[src/rtl/vga_frame_monitor_if.sv]
// rtl/vga_frame_monitor_if.sv - video bus from the VGA controller into the frame monitor
interface vga_frame_monitor_if #(
  parameter int COLOR_WIDTH = 4
) ();
  logic                   pixel_pulse;
  logic                   video_on;
  logic                   vsync;
  logic [COLOR_WIDTH-1:0] red;
  logic [COLOR_WIDTH-1:0] green;
  logic [COLOR_WIDTH-1:0] blue;

  modport master (output pixel_pulse, video_on, vsync, red, green, blue);
  modport slave  (input  pixel_pulse, video_on, vsync, red, green, blue);
endinterface

[src/rtl/vga_frame_monitor.sv]
// rtl/vga_frame_monitor.sv - raster tracker, pixel streamer and per-frame checksum for VGA output
module vga_frame_monitor #(
  parameter int H_ACTIVE       = 640,
  parameter int V_ACTIVE       = 480,
  parameter int COLOR_WIDTH    = 4,
  parameter int CHECKSUM_WIDTH = 32,
  localparam int COL_W         = $clog2(H_ACTIVE),
  localparam int ROW_W         = $clog2(V_ACTIVE),
  localparam int PIX_W         = 3 * COLOR_WIDTH
) (
  input  logic                      clk_i,
  input  logic                      rst_i,
  input  logic                      enable_i,
  vga_frame_monitor_if.slave        vid,
  input  logic                      clear_errors_i,
  output logic                      pixel_valid_o,
  output logic [PIX_W-1:0]          pixel_data_o,
  output logic [COL_W-1:0]          col_o,
  output logic [ROW_W-1:0]          row_o,
  output logic                      frame_done_o,
  output logic [CHECKSUM_WIDTH-1:0] frame_checksum_o,
  output logic [15:0]               frame_count_o,
  output logic                      line_error_o,
  output logic                      frame_error_o
);

  logic [COL_W-1:0]          col_q, col_d;
  logic [ROW_W-1:0]          row_q, row_d;
  logic [CHECKSUM_WIDTH-1:0] sum_q, sum_d;
  logic                      video_on_q, video_on_d;
  logic                      vsync_q, vsync_d;
  logic                      pixel_valid_q, pixel_valid_d;
  logic [PIX_W-1:0]          pixel_data_q, pixel_data_d;
  logic [COL_W-1:0]          col_out_q, col_out_d;
  logic [ROW_W-1:0]          row_out_q, row_out_d;
  logic                      frame_done_q, frame_done_d;
  logic [CHECKSUM_WIDTH-1:0] checksum_q, checksum_d;
  logic [15:0]               count_q, count_d;
  logic                      line_err_q, line_err_d;
  logic                      frame_err_q, frame_err_d;

  logic                      sample;
  logic                      vsync_fall;
  logic                      line_fall;
  logic                      short_evt;
  logic                      trunc_evt;
  logic                      last_col;
  logic                      last_row;
  logic [PIX_W-1:0]          pix;
  logic [CHECKSUM_WIDTH-1:0] sum_next;

  assign pix        = {vid.red, vid.green, vid.blue};
  assign sample     = enable_i & vid.pixel_pulse & vid.video_on;
  assign vsync_fall = vsync_q & ~vid.vsync;
  assign line_fall  = video_on_q & ~vid.video_on;
  assign last_col   = (col_q == COL_W'(H_ACTIVE - 1));
  assign last_row   = (row_q == ROW_W'(V_ACTIVE - 1));
  // Truncation is judged on the position before any same-cycle sample.
  assign trunc_evt  = enable_i & vsync_fall & ((row_q != '0) | (col_q != '0));
  assign short_evt  = enable_i & line_fall & (col_q != '0);
  assign sum_next   = sum_q + CHECKSUM_WIDTH'(pix);

  // Next-state: raster position, checksum, output capture and sticky flags.
  always_comb begin
    col_d         = col_q;
    row_d         = row_q;
    sum_d         = sum_q;
    pixel_valid_d = 1'b0;
    pixel_data_d  = pixel_data_q;
    col_out_d     = col_out_q;
    row_out_d     = row_out_q;
    frame_done_d  = 1'b0;
    checksum_d    = checksum_q;
    count_d       = count_q;
    video_on_d    = vid.video_on;
    vsync_d       = vid.vsync;

    if (!enable_i || vsync_fall) begin
      // Disabled, or a new frame is starting: any same-cycle sample is dropped.
      col_d = '0;
      row_d = '0;
      sum_d = '0;
    end else if (short_evt) begin
      col_d = '0;
      row_d = last_row ? '0 : row_q + ROW_W'(1);
    end else if (sample) begin
      pixel_valid_d = 1'b1;
      pixel_data_d  = pix;
      col_out_d     = col_q;
      row_out_d     = row_q;
      sum_d         = sum_next;
      if (last_col) begin
        col_d = '0;
        if (last_row) begin
          row_d        = '0;
          sum_d        = '0;
          checksum_d   = sum_next;
          count_d      = count_q + 16'd1;
          frame_done_d = 1'b1;
        end else begin
          row_d = row_q + ROW_W'(1);
        end
      end else begin
        col_d = col_q + COL_W'(1);
      end
    end

    // A fresh error beats a simultaneous clear.
    if (short_evt)           line_err_d = 1'b1;
    else if (clear_errors_i) line_err_d = 1'b0;
    else                     line_err_d = line_err_q;

    if (trunc_evt)           frame_err_d = 1'b1;
    else if (clear_errors_i) frame_err_d = 1'b0;
    else                     frame_err_d = frame_err_q;
  end

  // State registers; vsync_q resets high so the first cycle sees no false edge.
  always_ff @(posedge clk_i) begin
    if (rst_i) begin
      col_q         <= '0;
      row_q         <= '0;
      sum_q         <= '0;
      video_on_q    <= 1'b0;
      vsync_q       <= 1'b1;
      pixel_valid_q <= 1'b0;
      pixel_data_q  <= '0;
      col_out_q     <= '0;
      row_out_q     <= '0;
      frame_done_q  <= 1'b0;
      checksum_q    <= '0;
      count_q       <= '0;
      line_err_q    <= 1'b0;
      frame_err_q   <= 1'b0;
    end else begin
      col_q         <= col_d;
      row_q         <= row_d;
      sum_q         <= sum_d;
      video_on_q    <= video_on_d;
      vsync_q       <= vsync_d;
      pixel_valid_q <= pixel_valid_d;
      pixel_data_q  <= pixel_data_d;
      col_out_q     <= col_out_d;
      row_out_q     <= row_out_d;
      frame_done_q  <= frame_done_d;
      checksum_q    <= checksum_d;
      count_q       <= count_d;
      line_err_q    <= line_err_d;
      frame_err_q   <= frame_err_d;
    end
  end

  assign pixel_valid_o    = pixel_valid_q;
  assign pixel_data_o     = pixel_data_q;
  assign col_o            = col_out_q;
  assign row_o            = row_out_q;
  assign frame_done_o     = frame_done_q;
  assign frame_checksum_o = checksum_q;
  assign frame_count_o    = count_q;
  assign line_error_o     = line_err_q;
  assign frame_error_o    = frame_err_q;

endmodule

[src/flat_wrapper.sv]
// flat-port wrapper written by rule: the top's interface ports become plain ports
module vga_frame_monitor_flat 
#(
  parameter int H_ACTIVE       = 640,
  parameter int V_ACTIVE       = 480,
  parameter int COLOR_WIDTH    = 4,
  parameter int CHECKSUM_WIDTH = 32,
  localparam int COL_W         = $clog2(H_ACTIVE),
  localparam int ROW_W         = $clog2(V_ACTIVE),
  localparam int PIX_W         = 3 * COLOR_WIDTH
)
  (clk_i, rst_i, enable_i, clear_errors_i, pixel_valid_o, pixel_data_o, col_o, row_o, frame_done_o, frame_checksum_o, frame_count_o, line_error_o, frame_error_o, vid_pixel_pulse, vid_video_on, vid_vsync, vid_red, vid_green, vid_blue);
  vga_frame_monitor_if #(.COLOR_WIDTH(COLOR_WIDTH)) vid_i ();
  input  logic clk_i;
  input  logic rst_i;
  input  logic enable_i;
  input  logic clear_errors_i;
  output logic pixel_valid_o;
  output logic [PIX_W-1:0] pixel_data_o;
  output logic [COL_W-1:0] col_o;
  output logic [ROW_W-1:0] row_o;
  output logic frame_done_o;
  output logic [CHECKSUM_WIDTH-1:0] frame_checksum_o;
  output logic [15:0] frame_count_o;
  output logic line_error_o;
  output logic frame_error_o;
  input wire logic [$bits(vid_i.pixel_pulse)-1:0] vid_pixel_pulse;
  input wire logic [$bits(vid_i.video_on)-1:0] vid_video_on;
  input wire logic [$bits(vid_i.vsync)-1:0] vid_vsync;
  input wire logic [$bits(vid_i.red)-1:0] vid_red;
  input wire logic [$bits(vid_i.green)-1:0] vid_green;
  input wire logic [$bits(vid_i.blue)-1:0] vid_blue;
  assign vid_i.pixel_pulse = vid_pixel_pulse;
  assign vid_i.video_on = vid_video_on;
  assign vid_i.vsync = vid_vsync;
  assign vid_i.red = vid_red;
  assign vid_i.green = vid_green;
  assign vid_i.blue = vid_blue;
  vga_frame_monitor #(.H_ACTIVE(H_ACTIVE), .V_ACTIVE(V_ACTIVE), .COLOR_WIDTH(COLOR_WIDTH), .CHECKSUM_WIDTH(CHECKSUM_WIDTH)) u_core (.clk_i(clk_i), .rst_i(rst_i), .enable_i(enable_i), .vid(vid_i), .clear_errors_i(clear_errors_i), .pixel_valid_o(pixel_valid_o), .pixel_data_o(pixel_data_o), .col_o(col_o), .row_o(row_o), .frame_done_o(frame_done_o), .frame_checksum_o(frame_checksum_o), .frame_count_o(frame_count_o), .line_error_o(line_error_o), .frame_error_o(frame_error_o));
endmodule
[config.mk]
export PLATFORM = sky130hd
export DESIGN_NAME = vga_frame_monitor_flat
export DESIGN_NICKNAME = d
export VERILOG_FILES = /design/src/rtl/vga_frame_monitor_if.sv /design/src/rtl/vga_frame_monitor.sv /design/src/flat_wrapper.sv
export SDC_FILE = /design/constraint.sdc
export NUM_CORES = 1
export LEC_CHECK = 0
export ABC_AREA = 0
export CORE_UTILIZATION = 30
export CTS_CLUSTER_DIAMETER = 30
export CTS_CLUSTER_SIZE = 24
export DETAILED_ROUTE_END_ITERATION = 7
export SKIP_CTS_REPAIR_TIMING = 1
export SLEW_MARGIN = 0
export SYNTH_ARGS = -nofsm -noshare
export SYNTH_HDL_FRONTEND = slang
export SYNTH_SLANG_ARGS = --single-unit
[constraint.sdc]
create_clock -name clk_i -period 3.8 [get_ports clk_i]
set_input_delay 0.57 -clock clk_i [delete_from_list [all_inputs] [get_ports clk_i]]
set_output_delay 0.57 -clock clk_i [all_outputs]
set_load 0.005 [all_outputs]
**Word-level counts from Yosys, hierarchy flattened**

Cells that the tools add are included.

- Reduce and logical (&&, ||, !) cells: 15
- Eq/ne operators: 2
- Add/subtract/negate cells: 4
- Bitwise logic cells: 15
- Multiplexer cells: 12

Operators with widths:

| cell | number |
|---|---|
| 2-to-1 mux 32 bit | 2 |
| 2-to-1 mux 9 bit | 4 |
| adder 32 x 12 -> 32 bit | 1 |
| adder 16 x 1 -> 16 bit (second input constant) | 1 |
| adder 10 x 1 -> 10 bit (second input constant) | 1 |
| equality test 10 bit (second input constant) | 1 |
| 2-to-1 mux 10 bit | 1 |
| nonzero test 10 bit | 1 |
| adder 9 x 1 -> 9 bit (second input constant) | 1 |
| equality test 9 bit (second input constant) | 1 |
| nonzero test 9 bit | 1 |
| AND 1 bit | 8 |
| nonzero test 2 bit | 4 |
| NOT 1 bit | 6 |
| 2-to-1 mux 1 bit | 5 |
| AND reduction 5 bit | 1 |
| OR reduction 5 bit | 1 |
| AND reduction 2 bit | 2 |
| AND reduction 3 bit | 1 |
| OR reduction 3 bit | 1 |
| OR reduction 2 bit | 1 |
| zero test 1 bit | 1 |
| logical OR 1 bit | 1 |
| OR 1 bit | 1 |

- Register bits after elaboration: 136
- Bits of input ports: 19

**Logic depth before layout (Yosys ltp)**

Gate-level depths: netlist of the first run.

- Depth after elaboration: 6
- Depth in mapped cells: 10
- Gate-level depth less buffers: 9

**Worst setup path before layout of the first run**

OpenSTA, ideal clock, no wires.

- Kind: input to register
- Start: in vid_blue[0]
- End: reg u_core.checksum_q[14] (netlist: u_core.frame_checksum_o[14])
- Cell stages on the path: 9
- Slack: 1061 ps
- Data arrival time: 2648 ps
- Buffers on the path: 0
- Data required time: 3709 ps
- Cell sequence: ha_1 -> inv_1 -> fa_1 -> and2b_1 -> o2111ai_1 -> a311o_1 -> and2_4 -> or3_1 -> a311oi_1

- Longest elaborated chain between the ends: 1

Ends and longest elaborated chain:

| item | RTL line | text |
|---|---|---|
| start: declaration | flat_wrapper.sv:32 | `input wire logic [$bits(vid_i.blue)-1:0] vid_blue;` |
| adder 32 x 12 -> 32 bit | vga_frame_monitor.sv:61 | `assign sum_next = sum_q + CHECKSUM_WIDTH'(pix);` |
| end signal: assignment | vga_frame_monitor.sv:146 | `checksum_q <= checksum_d;` |
| end: declaration | vga_frame_monitor.sv:37 | `logic [CHECKSUM_WIDTH-1:0] checksum_q, checksum_d;` |

Every way passes these cells.
A chain may end at the register's enable or synchronous reset.

**Worst setup path after layout of the first run**

- Start: in vid_blue[0]
- End: reg u_core.sum_q[22]

- Longest elaborated chain between the ends: 3

Ends and longest elaborated chain:

| item | RTL line | text |
|---|---|---|
| adder 32 x 12 -> 32 bit * | vga_frame_monitor.sv:61 |  |
| 2-to-1 mux 32 bit | vga_frame_monitor.sv:94 | `if (last_row) begin` |
| 2-to-1 mux 32 bit * | vga_frame_monitor.sv:92 | `if (last_col) begin` |
| end signal: assignment | vga_frame_monitor.sv:138 | `sum_q <= sum_d;` |
| end: declaration | vga_frame_monitor.sv:29 | `logic [CHECKSUM_WIDTH-1:0] sum_q, sum_d;` |

Every way passes the cells marked *; elsewhere a longest branch is shown, timed or not.

==> results.json, run 1 <==
{
  "status": "finished, final reports clean",
  "path_clk_slew_ns": 0.06,
  "syn_area_um2": 6480,
  "seq_area_frac_synth_pct": 42.0,
  "p_comb_share_pct": 4.0,
  "ys_warn_count": 0,
  "cp_data_arrival_time_ns": 3.33,
  "cp.buffers_inverters": 3,
  "finalSetupViolCount": 0,
  "powerDensity_nw_per_um2": 395,
  "start_util_pct": 30.8,
  "drt-total-wl_um": 18100,
  "overflow": 0,
  "hpwl_um": 12500,
  "synth_cell_type_count": 63,
  "insertion_delay_ns": 0.43,
  "crit_family": "compound AO/OA/AOI/OAI gates",
  "tightestPinTransition_ns": 0.846,
  "ys_ff_latch": 136,
  "yosysMostFrequentCell": "dfxtp_1",
  "swShare_pct": 23.5,
  "io_pins": 102,
  "finalMaxSlewViolations": 0,
  "cts_max_level": 4,
  "finClkSkew_ns": 0.0124,
  "grt_pass1_wl_um": 29000,
  "row_count": 53,
  "yosys.area_share.simple_pct": 26.2,
  "finalCriticalPeriod_ns": 3.02,
  "cp_slowest_cell": "clkdlybuf4s50_1",
  "drtIter0Drc": 296,
  "cts_tree": "done",
  "power_frac_clock_pct": 52.6,
  "maxCapViolCount": 0,
  "syn_area_per_cell_um2": 8.13,
  "synth_top_family_by_area": "simple AND/OR/NAND/NOR gates",
  "p_sw_mw": 0.778,
  "holdWs_ns": 0.452,
  "setup_tns_ns": 0,
  "die_area_um2": 22200,
  "clock_sinks": 136,
  "p_leak_nw": 2.81,
  "coreArea_um2": 21100,
  "diodes": 0,
  "peakVddDrop_uv": 209,
  "post-place-ws_ns": 0.345,
  "critical_path_class": "in2reg",
  "drive_above_1_share_pct": 7.22,
  "grt_max_degree": 76,
  "cp_max_fo": 4,
  "syn-num-nets": 835,
  "area_growth_pct": 29.1,
  "cpPeakStageDelay_ns": 0.49,
  "finalCritPeriodShare_pct": 79.4,
  "viasPerCell": 5.09,
  "slew_headroom_pct": 43.6,
  "finalNetCount": 924,
  "synthCells": 798,
  "synthFlopType": "dfxtp_1",
  "grt_pass1_vias": 5579,
  "fmax_ghz": 0.331,
  "worstPathCellList": "clkdlybuf4s50_1, ha_1, inv_1, fa_1, and2b_1, o2111ai_1, a311o_1, buf_4, a211oi_2, o21ai_0, a22o_1",
  "die_y_um": 149,
  "avgRoutedWirePerCell_um": 15.4,
  "antenna_found_initial": 0,
  "cts_max_path_buffers": 2,
  "cts_buffers": 17,
  "first_pass_iters": 4,
  "dr_total_vias": 5981,
  "seqPwrFrac_pct": 43.4,
  "endpoint_kind": "flop",
  "gp_congestion": 0.841,
  "post-route-drc-count": 0,
  "synth-compound-area-share_pct": 17.8,
  "postRouteAntennaNets": 0,
  "clockRootBuffer": "clkbuf_16",
  "startpoint_type": "input pin",
  "fin_ws_ns": 0.782,
  "grt_util_all_layers_pct": 16.8,
  "synth-xor-area-share_pct": 6.21,
  "synth.area.top_cells": "dfxtp_1 42%, nand2_1 7.5%, a21oi_1 5.1%, xnor2_1 3.9%, nor2_1 3.9%",
  "portBuffers": 101,
  "synth_top_cell_area_share_pct": 42.0,
  "hp-class": "reg2reg",
  "rsz0062_at_grt": "no",
  "synth_fa_ha_area_share_pct": 3.59,
  "ys_async_sr_fraction_pct": 0,
  "synth_common_cells": "136 x dfxtp_1, 130 x nand2_1, 67 x nor2_1",
  "hold_viol_final": 0,
  "intPower_mw": 2.53,
  "synth_edf_count": 0,
  "die_x_um": 149,
  "synthMuxAreaShare_pct": 0,
  "critPathRequiredTime_ns": 4.12,
  "synth_top_area_cell": "dfxtp_1"
}
logic make-up (layout without fill, tap and decap cells):
kind of cell	count (synthesis)	count (layout)
compound gates	181	181
xor+xnor	46	46
fa+ha+maj	18	18
buf+inv	67	169
flops	136	136
simple gates	350	350
power by group through the flow:
stage | logic (mW) | clock network (mW) | registers (mW)
after floorplan | 0.0740 | 0 | 1.47
after global placement | 0.134 | 0 | 1.47
after detailed placement | 0.134 | 0 | 1.47
after CTS | 0.135 | 1.78 | 1.43
after global routing | 0.147 | 1.83 | 1.43
final | 0.133 | 1.74 | 1.43
sequential cells by signal (all words and copies together) (netlist names):
signal and count:
u_core.frame_done_o 1, u_core.row_q 9, u_core.frame_error_o 1, u_core.video_on_q 1, u_core.vsync_q 1, u_core.line_error_o 1
u_core.sum_q 32, u_core.row_o 9, u_core.col_q 10, u_core.frame_count_o 16, u_core.frame_checksum_o 32, u_core.pixel_valid_o 1
u_core.pixel_data_o 12, u_core.col_o 10
path summary, 6_finish.rpt:
check | start | end | slack [ns] | cells past startpoint
min reg2reg | u_core.pixel_data_o[0] | u_core.pixel_data_o[0] | 0.45 | 2
min | u_core.pixel_data_o[0] | u_core.pixel_data_o[0] | 0.45 | 2
max | vid_blue[0] | u_core.sum_q[22] | 0.78 | 11
max reg2reg | u_core.sum_q[0] | u_core.sum_q[22] | 1.08 | 10
cell type report:
| class | instances | area [um^2] |
|---|---|---|
| fillers | 2147 | 12700 |
| multi-input cells | 595 | 3490 |
| flip-flops and latches | 136 | 2720 |
| repair buffers | 116 | 1120 |
| clock buffers | 17 | 425 |
| well taps | 275 | 344 |
| clock inverters | 15 | 191 |
| inverters | 21 | 78.8 |
placed cells by master, fill, tap and decap left out, drive strengths merged, types with 18 or more instances in the layout:
master | netlist | layout
nand4 | 19 | 19
a21oi | 67 | 67
nand3 | 42 | 42
nor3 | 25 | 25
nor2 | 67 | 67
dfxtp | 136 | 136
clkdlybuf4s50 | 0 | 100
o21ai | 33 | 33
nand2 | 130 | 130
xnor2 | 29 | 29
inv | 21 | 26
a31oi | 18 | 18
per-stage QoR:
| stage | util [%] | total power [mW] | cell area, um^2 | std cells |
|---|---|---|---|---|
| floorplan | - | 1.54 | 6480 | 798 |
| global placement | 36.8 | 1.60 | 7760 | 1143 |
| CTS | 39.7 | 3.35 | 8370 | 1175 |
| finish | 39.7 | 3.31 | 8370 | 1175 |
| global route | 39.7 | 3.41 | 8370 | 1175 |
| detailed placement | 36.8 | 1.60 | 7760 | 1143 |
metal layers:
layer  wire, um  part of all wire, %  up-vias  track usage, %
met4        462                  2.5        0            7.55
li1           -                    -     3020               -
met2       8040                   44      137            25.2
met3       1040                  5.7       27            4.25
met1       8600                   47     2797            22.6
met5          0                    0        -               0
worst register-to-register path: stages (launching register included):
cell and delay (ns):
dfxtp_1 0.34, ha_1 0.20, inv_1 0.06, fa_1 0.40, and2b_1 0.23, o2111ai_1 0.14, a311o_1 0.42, buf_4 0.19
a211oi_2 0.25, o21ai_0 0.12, a22o_1 0.25
(Power assumes the default switching activity.)
==> inputs of run 2 (changes only) <==
==> constraint.sdc (replaced) <==
create_clock -name clk_i -period 3 [get_ports clk_i]
set_input_delay 0.45 -clock clk_i [delete_from_list [all_inputs] [get_ports clk_i]]
set_output_delay 0.45 -clock clk_i [all_outputs]
set_load 0.005 [all_outputs]
==> results.json, run 2 (synthesis gave the netlist of run 1 again) <==
{
  "cts_max_level": 4,
  "viasPerCell": 5.05,
  "die_area_um2": 22200,
  "finalCriticalPeriod_ns": 2.78,
  "avgRoutedWirePerCell_um": 15.3,
  "endpoint_kind": "flop",
  "power_mw": 4.29,
  "cts_tree": "done",
  "postRouteAntennaNets": 0,
  "die_y_um": 149,
  "grt_max_degree": 57,
  "fin_ws_ns": 0.216,
  "post-route-drc-count": 0,
  "clockRootBuffer": "clkbuf_16",
  "drt-total-wl_um": 18400,
  "finalMaxSlewViolations": 0,
  "drtIter0Drc": 352,
  "finClkSkew_ns": 0.0129,
  "area_growth_pct": 32.3,
  "final_area_um2": 8580,
  "insertion_delay_ns": 0.43,
  "dr_total_vias": 6052,
  "most-common-layout-cells": "136 x dfxtp_1, 130 x nand2_1, 100 x clkdlybuf4s50_1, 66 x nor2_1, 66 x a21oi_1",
  "overflow": 0,
  "cp_max_fo": 6,
  "cp_slowest_cell": "clkdlybuf4s50_1",
  "startpoint_type": "input pin",
  "setup_tns_ns": 0,
  "clock_sinks": 136,
  "critPathRequiredTime_ns": 3.31,
  "coreArea_um2": 21100,
  "start_util_pct": 30.8,
  "final_common_cell": "dfxtp_1",
  "antenna_found_initial": 0,
  "peakVddDrop_uv": 335,
  "worstPathCellList": "clkdlybuf4s50_1, ha_1, inv_1, fa_1, and2b_1, o2111ai_1, a311o_1, buf_4, a211oi_2, o21ai_0, a22o_1",
  "critical_path_class": "in2reg",
  "p_leak_nw": 2.92,
  "crit_family": "compound AO/OA/AOI/OAI gates",
  "cts_buffers": 17,
  "hp-class": "in2reg",
  "status": "finished, final reports clean",
  "fin_cells": 1198,
  "io_pins": 102,
  "die_x_um": 149,
  "grt_util_all_layers_pct": 16.8,
  "fmax_ghz": 0.359,
  "powerDensity_nw_per_um2": 499,
  "portBuffers": 101,
  "cp_data_arrival_time_ns": 3.10,
  "cts_max_path_buffers": 2,
  "placedCellCount": 1166,
  "rsz0062_at_grt": "no",
  "row_count": 53,
  "placed_area_um2": 7940,
  "tightestPinTransition_ns": 0.615,
  "finalNetCount": 947,
  "finalSetupViolCount": 0,
  "grt_pass1_vias": 5624,
  "path_clk_slew_ns": 0.07,
  "diodes": 0,
  "slew_headroom_pct": 59.0,
  "gp_congestion": 0.859,
  "drive_above_1_share_pct": 9.53,
  "post-place-ws_ns": -0.224,
  "grt_pass1_wl_um": 29400,
  "finalCritPeriodShare_pct": 92.8,
  "hold_viol_final": 0,
  "cpPeakStageDelay_ns": 0.49,
  "first_pass_iters": 5,
  "hpwl_um": 13000,
  "maxCapViolCount": 0,
  "cp.buffers_inverters": 3
}
run 2: changes by cell type in the layout (fill, tap and decap cells not counted):
cell / before / now
clkinvlp_4: 1 / 3
inv_6: 3 / 4
clkinv_2: 2 / 0
inv_8: 2 / 1
buf_4: 15 / 37
buf_12: 0 / 1
clkinv_4: 4 / 3
bufinv_16: 3 / 4
run 2: stage by stage:
step                hold WS [ns]  util [%]
floorplan                  0.429         -
global placement           0.440      37.7
detailed placement         0.448      37.7
CTS                        0.429      40.7
global route               0.456      40.7
finish                     0.443      40.7
run 2: final timing paths:
check,startpoint,end,slack (ns),depth (start not counted)
worst max-delay path,vid_blue[0],u_core.sum_q[22],0.22,11
worst min-delay path,rst_i,u_core.col_q[6],0.44,4
worst max register to register,u_core.sum_q[0],u_core.sum_q[22],0.41,10
worst min register to register,u_core.frame_checksum_o[4],u_core.frame_checksum_o[4],0.45,2
run 2: metal layers:
layer,global-route usage [%],share of wire [%],vias to the layer above
met1,22.7,49,2849
li1,-,-,3063
met4,6.12,1.8,0
met3,3.61,4.4,22
met2,26.3,45,118
met5,0,0,-
run 2: worst min-delay path: stages:
cell and delay [ns]:
buf_2 0.10, nor3_1 0.09, nand2_1 0.13, nor2_1 0.06
run 2: layout make-up:
type / count / area [um^2]
fill: 2143 / 12500
multi-input combinational: 595 / 3490
sequential: 136 / 2720
timing repair buffer: 139 / 1300
clock buffer: 17 / 425
tap: 275 / 344
clock inverter: 15 / 215
inverter: 21 / 78.8
run 2: where the power goes:
group | switching (mW) | internal, mW | leakage (nW)
Sequential | 0.00379 | 1.81 | 1.10
Clock | 0.880 | 1.41 | 0.303
Combinational | 0.109 | 0.0692 | 1.52
==> inputs of run 3 (changes only) <==
--- a/config.mk
+++ b/config.mk
@@ -10,8 +10,10 @@
 export CTS_CLUSTER_DIAMETER = 30
 export CTS_CLUSTER_SIZE = 24
 export DETAILED_ROUTE_END_ITERATION = 7
+export REMOVE_ABC_BUFFERS = 1
 export SKIP_CTS_REPAIR_TIMING = 1
 export SLEW_MARGIN = 0
 export SYNTH_ARGS = -nofsm -noshare
 export SYNTH_HDL_FRONTEND = slang
 export SYNTH_SLANG_ARGS = --single-unit
+export TNS_END_PERCENT = 5
==> results.json, run 3 (synthesis gave the netlist of run 1 again) <==
{
  "diodes": 0,
  "row_count": 53,
  "die_y_um": 149,
  "final_common_cell": "dfxtp_1",
  "cp_max_fo": 5,
  "cts_buffers": 17,
  "critical_path_class": "in2reg",
  "hp-class": "in2reg",
  "start_util_pct": 30.8,
  "cp_data_arrival_time_ns": 3.18,
  "gp_congestion": 0.821,
  "cts_max_level": 4,
  "startpoint_type": "input pin",
  "p_sw_mw": 0.909,
  "drive_above_1_share_pct": 8.43,
  "finClkSkew_ns": 0.0178,
  "powerDensity_nw_per_um2": 485,
  "tightestPinTransition_ns": 0.853,
  "dr_total_vias": 5942,
  "area_growth_pct": 30.7,
  "power_mw": 4.11,
  "antenna_found_initial": 0,
  "multi_input_area_um2": 3500,
  "overflow": 0,
  "fin_cells": 1188,
  "fmax_ghz": 0.349,
  "grt_max_degree": 74,
  "finalCriticalPeriod_ns": 2.87,
  "critPathRequiredTime_ns": 3.31,
  "die_area_um2": 22200,
  "grt_pass1_vias": 5704,
  "endpoint_kind": "flop",
  "placedCellCount": 1157,
  "hold_viol_final": 0,
  "drt-total-wl_um": 17900,
  "p_comb_share_pct": 4.2,
  "drtIter0Drc": 320,
  "coreArea_um2": 21100,
  "maxCapViolCount": 0,
  "viasPerCell": 5.00,
  "die_x_um": 149,
  "io_pins": 102,
  "grt_util_all_layers_pct": 16.9,
  "register_area_um2": 2720,
  "finalSetupViolCount": 0,
  "clockRootBuffer": "clkbuf_16",
  "slew_headroom_pct": 43.1,
  "portBuffers": 101,
  "postRouteAntennaNets": 0,
  "seqPwrFrac_pct": 44.2,
  "grt_pass1_wl_um": 29400,
  "clock_sinks": 136,
  "status": "finished, final reports clean",
  "cts_max_path_buffers": 2,
  "finalMaxSlewViolations": 0,
  "insertion_delay_ns": 0.43,
  "rsz0062_at_grt": "no",
  "swShare_pct": 22.1,
  "post-route-drc-count": 0,
  "power_frac_clock_pct": 51.6,
  "hold_path_depth": 2,
  "fillCellCount": 2156,
  "finalNetCount": 938,
  "cts_tree": "done",
  "peakVddDrop_uv": 349,
  "rr_worst_depth": 10,
  "most-common-layout-cells": "136 x dfxtp_1, 130 x nand2_1, 100 x clkdlybuf4s50_1, 66 x nor2_1, 66 x a21oi_1",
  "finalCritPeriodShare_pct": 95.5,
  "p_leak_nw": 2.86,
  "first_pass_iters": 5,
  "path_clk_slew_ns": 0.06,
  "hpwl_um": 12500,
  "avgRoutedWirePerCell_um": 15.1,
  "intPower_mw": 3.20
}
[run 3: metrics by stage]
stage	setup WS, ns	utilization (%)	hold WS, ns	cell area, um^2	setup TNS, ns
2_1_floorplan	-0.921	-	0.429	6290	-20.82
3_3_place_gp	-0.222	37.3	0.439	7870	-3.00
3_5_place_dp	-0.274	37.3	0.446	7870	-3.47
4_1_cts	0.166	40.2	0.302	8470	0
5_1_grt	0.00763	40.2	0.310	8480	0
6_report	0.134	40.2	0.316	8480	0
[run 3: worst max-delay path, stage by stage]
cell and delay (ns):
clkdlybuf4s50_1 0.50, ha_1 0.17, inv_1 0.05, fa_1 0.39, and2b_1 0.23, o2111ai_1 0.15
a311o_1 0.42, buf_4 0.18, a211oi_1 0.35, o211ai_1 0.15, o21a_1 0.13
[run 3: power groups by stage]
stage	Combinational (mW)	Sequential, mW	Clock [mW]
after floorplan	0.0758	1.86	0
after global placement	0.175	1.86	0
after detailed placement	0.176	1.86	0
after CTS	0.176	1.82	2.19
after global routing	0.193	1.82	2.26
final	0.174	1.82	2.12
[run 3: final timing paths]
kind                                        startpoint                      to  slack, ns
worst max-delay path                       vid_blue[0]        u_core.sum_q[30]       0.13
worst max register to register         u_core.sum_q[0]        u_core.sum_q[30]       0.31
worst min-delay path                             rst_i       u_core.video_on_q       0.32
worst min register to register  u_core.pixel_data_o[7]  u_core.pixel_data_o[7]       0.46
[run 3: cell type report]
class / instances / area share [%]
Tap cell: 275 / 4.06
Clock buffer: 19 / 5.23
Timing Repair Buffer: 130 / 14.6
Clock inverter: 12 / 1.79
Multi-Input combinational cell: 595 / 41.3
Sequential cell: 136 / 32.1
Inverter: 21 / 0.930
[run 3: routing by layer]
layer / vias to the layer above / track usage (%) / share of wire [%]
li1: 3020 / - / -
met1: 2792 / 22.3 / 48
met2: 124 / 26.7 / 46
met3: 6 / 4.22 / 4.8
met4: 0 / 5.71 / 0.40
met5: - / 0 / 0
